$ cat src/rtl/deadtime_controller.sv
// Multi-channel dead-time controller: accepted triggers blank a channel's counter
// enable for D cycles, with optional global suspension, retrigger, veto and statistics.
module deadtime_controller #(
  parameter int N_CH           = 2,
  parameter int CNT_W          = 32,
  parameter int SUSPEND_CYCLES = 500_000_000,
  parameter int STAT_W         = 16
) (
  input  logic              clk,
  input  logic              rst,
  input  logic [N_CH-1:0]   trigger,
  input  logic              mode_global,
  input  logic              retrigger,
  input  logic              force_veto,
  input  logic              cfg_load,
  input  logic [CNT_W-1:0]  cfg_cycles,
  input  logic              stat_clr,
  output logic [N_CH-1:0]   enable_out,
  output logic              busy,
  output logic [STAT_W-1:0] accepted_count,
  output logic [STAT_W-1:0] lost_count
);

  // A zero dead time would never suspend anything, so it is stored as one cycle.
  localparam logic [CNT_W-1:0] D_RST = (SUSPEND_CYCLES < 1) ? CNT_W'(1) : CNT_W'(SUSPEND_CYCLES);

  logic [CNT_W-1:0]  d_q, d_d;
  logic [STAT_W-1:0] acc_q, acc_d;
  logic [STAT_W-1:0] lost_q, lost_d;

  logic [N_CH-1:0] idle;
  logic [N_CH-1:0] load;
  logic [N_CH-1:0] ch_accept;
  logic [N_CH-1:0] ch_reject;
  logic            all_idle;
  logic            any_trig;
  logic            g_accept;
  logic            acc_evt;
  logic            lost_evt;

  assign all_idle = &idle;
  assign any_trig = |trigger;

  always_comb begin
    ch_accept = trigger & ~{N_CH{force_veto}} & (idle | {N_CH{retrigger}});
    ch_reject = trigger & ~ch_accept;
    g_accept  = any_trig && !force_veto && (all_idle || retrigger);
    load      = '0;
    acc_evt   = 1'b0;
    lost_evt  = 1'b0;
    if (mode_global) begin
      // The whole trigger vector is one event judged against the joint idle state.
      load     = {N_CH{g_accept}};
      acc_evt  = g_accept;
      lost_evt = any_trig && !g_accept;
    end else begin
      load     = ch_accept;
      acc_evt  = |ch_accept;
      lost_evt = |ch_reject;
    end
  end

  generate
    for (genvar gi = 0; gi < N_CH; gi++) begin : gen_ch
      logic [CNT_W-1:0] timer_q, timer_d;

      assign idle[gi] = (timer_q == '0);

      always_comb begin
        timer_d = timer_q;
        if (load[gi]) begin
          timer_d = d_q;
        end else if (!idle[gi]) begin
          timer_d = timer_q - CNT_W'(1);
        end
      end

      always_ff @(posedge clk) begin
        if (rst) begin
          timer_q <= '0;
        end else begin
          timer_q <= timer_d;
        end
      end
    end
  endgenerate

  always_comb begin
    d_d = d_q;
    if (cfg_load) begin
      d_d = (cfg_cycles == '0) ? CNT_W'(1) : cfg_cycles;
    end

    acc_d = acc_q;
    if (stat_clr) begin
      acc_d = '0;
    end else if (acc_evt && (acc_q != '1)) begin
      acc_d = acc_q + STAT_W'(1);
    end

    lost_d = lost_q;
    if (stat_clr) begin
      lost_d = '0;
    end else if (lost_evt && (lost_q != '1)) begin
      lost_d = lost_q + STAT_W'(1);
    end
  end

  always_ff @(posedge clk) begin
    if (rst) begin
      d_q    <= D_RST;
      acc_q  <= '0;
      lost_q <= '0;
    end else begin
      d_q    <= d_d;
      acc_q  <= acc_d;
      lost_q <= lost_d;
    end
  end

  assign enable_out     = idle & ~{N_CH{force_veto}};
  assign busy           = !all_idle || force_veto;
  assign accepted_count = acc_q;
  assign lost_count     = lost_q;

endmodule

$ cat config.mk
export PLATFORM = sky130hd
export DESIGN_NAME = deadtime_controller
export DESIGN_NICKNAME = d
export VERILOG_FILES = /design/src/rtl/deadtime_controller.sv
export SDC_FILE = /design/constraint.sdc
export NUM_CORES = 1
export LEC_CHECK = 0
export ABC_AREA = 1
export CORE_ASPECT_RATIO = 0.6
export CORE_MARGIN = 2
export CORE_UTILIZATION = 50
export CTS_CLUSTER_SIZE = 16
export DETAILED_ROUTE_END_ITERATION = 16
export GPL_ROUTABILITY_DRIVEN = 1
export GPL_TIMING_DRIVEN = 0
export PLACE_DENSITY = 0.72
export SLEW_MARGIN = 20
export SYNTH_ARGS = -nofsm -noshare
export SYNTH_HDL_FRONTEND = slang
export SYNTH_SLANG_ARGS = --single-unit
$ cat constraint.sdc
create_clock -name clk -period 5 [get_ports clk]
set_input_delay 1.5 -clock clk [delete_from_list [all_inputs] [get_ports clk]]
set_output_delay 1.5 -clock clk [all_outputs]
set_load 0.05 [all_outputs]
==> impl_metrics.csv <==
group,metric,value,unit
status,status,"finished clean",
synthesis,synth_top_area_cell,"dfxtp_1",
global_route,grt_use_total,29.2,%
timing,slew_headroom,29.5,%
detailed_routing,routed_via_density,5.50,
clock_tree,cts_hold_buf,0,
critical_path,regToRegSetupSlack,2.22,ns
synthesis,ys_ff_latch,128,
global_route,grt_pass1_vias,6308,
die,initial_utilization,50.6,%
detailed_routing,wirelength,20700,um
flow_run,max-cap-violations,0,
timing,setup_violations,0,
placed_design,gp_congestion,0.958,
min_path,min_path_cells,2,
pwr,peakVddDrop,0.240,mV
critical_path,rr_endpoint,"gen_ch[0].timer_q[17]",
global_route,grt_max_degree,17,
synthesis,synth-seq-area-share,37.5,%
clock_tree,postCtsSetupRepairBufs,0,
min_path,hp-start,"d_q[7]",
die,chipWidth,155,um
detailed_routing,drc_errors,0,
critical_path,crit_type,"flip-flop to output pin",
clock_tree,clkLatencyLatePin,0.42,ns
timing,min_period,4.57,ns
synthesis,yosysUniqueCellTypes,37,
synthesis,ys.warnings.count,0,
clock_tree,cts_sinks,128,
placed_design,hpwl,15800,um
cells_and_area,finish.utilization,62.4,%
cells_and_area,final-seq-area,2560,sq um
cells_and_area,drive_gt1_share,6.58,%
critical_path,worstSetupEndpointType,"output pin",
synthesis,syn_nets,1034,
die,dieArea,14600,sq um
cells_and_area,final_nets,1126,
critical_path,cp.arrival,3.07,ns
placed_design,numPortBuffers,74,
clock_tree,htreeDepth,4,
die,rows,33,
min_path,holdPathEnd,"gen_ch[0].timer_q[7]",
placed_design,place_area,7790,sq um
critical_path,cp.required,3.50,ns
die,pin_count,76,
timing,rsz0062_at_grt,"false",
detailed_routing,antenna_left,0,
timing,whs,0.481,ns
timing,fin_crit_sh,91.5,%
clock_tree,cts_root_buffer,"clkbuf_16",
timing,hold_violations,0,
cells_and_area,antenna_cells,0,
clock_tree,cts_buffers,17,
synthesis,synth.avg_cell_area,6.90,sq um
pwr,total_power,4.74,mW
critical_path,critPathLaunchType,"flip-flop",
critical_path,r2r_start,"gen_ch[0].timer_q[0]",
detailed_routing,drt_iter0_drc,798,
cells_and_area,fin_area,8420,sq um
synthesis,synthTopCellsByArea,"dfxtp_1, nand2_1, nor2_1",
clock_tree,clkTransAtPathRegs,0.06,ns
global_route,grt_pass1_wl,33100,um
die,die_height,94.5,um
detailed_routing,first_pass_iters,6,
min_path,hold_class,"flip-flop to flip-flop",
die,core_area,13500,sq um
clock_tree,cts_buffer_depth,2,
global_route,grt.overflow.total,0,
cells_and_area,n_fill_cell,1282,
cells_and_area,syn2layout_area_growth,23.4,%
pwr,power_density,563,nW/um^2
timing,worst_pin_slew,1.05,ns
detailed_routing,avgRoutedWirePerCell,16.3,um
synthesis,synth_top_area_share,37.5,%
critical_path,reg2regPathDepth,12,
clock_tree,cts_tree,"yes",
global_route,antenna_found_initial,0,
detailed_routing,routed-via-count,6977,
timing,slew_viol_final,0,
pwr,power.leakage,3.40,nW
cells_and_area,multi_input_area,3860,sq um
timing,finalSetupTns,0,ns
timing,fin_skew,0.00866,ns
critical_path,cp_max_fo,8,
synthesis,syn-cell-area,6830,sq um
synthesis,synth_cells,989,
timing,max_freq,219,MHz
-- area by class of cell --
cell class                      instances  area share (%)
Buffer                                 35            2.26
Clock buffer                           19            5.14
Clock inverter                         13            2.51
Inverter                               55            2.50
Multi-Input combinational cell        770            45.9
Sequential cell                       128            30.4
Tap cell                              175            2.60
Timing Repair Buffer                   74            8.72
-- worst max-delay path, stage by stage (launching register included) --
cell             delay (ns)
dfxtp_1                0.32
inv_1                  0.11
ha_1                   0.24
nand2_2                0.11
nor2_4                 0.25
nand2_1                0.08
nor2_1                 0.41
inv_1                  0.19
nor2_1                 0.12
clkdlybuf4s50_1        0.82
-- worst max path at each step --
stage	start	end	slack, ns	depth (start not counted)
floorplan	gen_ch[0].timer_q[0]	busy	0.62	10
global placement	gen_ch[0].timer_q[0]	enable_out[0]	0.24	10
detailed placement	gen_ch[0].timer_q[0]	enable_out[0]	0.20	10
CTS	gen_ch[0].timer_q[0]	enable_out[0]	0.19	10
global route	gen_ch[1].timer_q[0]	enable_out[1]	0.17	9
finish	gen_ch[1].timer_q[0]	enable_out[1]	0.43	9
-- synth_stat cells, drive strengths merged --
library cell  instances
xor2                 41
clkbuf               19
a211oi                1
nor2                170
o211ai                1
clkinv                2
ha                    4
inv                  53
buf                  17
nor4b                 1
nand4                22
or2                   3
nand3                78
o21a                  1
nor3                 12
nand2               240
o21ai                41
nand3b                3
nor4                 15
a21oi                96
xnor2                41
dfxtp               128
-- cell families after synthesis --
logic type               share of synthesized area, %
XOR/XNOR                                         10.5
adder cells (fa/ha/maj)                         0.733
AO/OA/AOI/OAI                                    10.6
AND/OR/NAND/NOR                                  34.7
buffers and inverters                            5.90
flip-flops                                       37.5
-- cells in the final DEF, fill, tap and decap left out, drive strengths merged, types with 3 or more instances in the layout --
master	synthesis	final
a21oi	96	96
buf	17	17
bufinv	0	5
clkbuf	19	38
clkdlybuf4s50	0	72
clkinv	2	5
clkinvlp	0	4
dfxtp	128	128
ha	4	4
inv	53	54
nand2	240	240
nand3	78	78
nand3b	3	3
nand4	22	22
nor2	170	170
nor3	12	12
nor4	15	15
o21ai	41	41
or2	3	3
xnor2	41	41
xor2	41	41
-- where the power goes --
group | internal [mW] | total, mW | switching, mW
Clock | 0.887 | 1.37 | 0.483
Sequential | 1.24 | 1.45 | 0.213
Combinational | 0.716 | 1.92 | 1.20
Total | 2.84 | 4.74 | 1.90
-- flip-flops by register name (all words and copies together) (netlist names) --
register,count
d_q,32
lost_count,16
gen_ch.timer_q,64
accepted_count,16
-- per-layer routing --
metal  part of all wire [%]  vias up  GRT usage [%]
li1                       -     3422              -
met1                     51     3230           45.5
met2                     37      305           38.9
met3                     11       20           8.40
met4                   0.86        0           6.10
met5                      0        -              0
-- repair_timing --
| action | CTS | global route |
|---|---|---|
| gates cloned | 0 | 0 |
| pin swaps | 0 | 0 |
| endpoints found under the setup margin | 2 | 2 |
| resized for setup | 3 | 2 |
-- metrics by stage --
stage	instances	setup WS, ns
after detailed placement	1238	0.197
after global routing	1269	0.167
after floorplan	989	0.623
after CTS	1270	0.187
final	1269	0.427
after global placement	1238	0.236
Power figures use the tool's default switching activity.
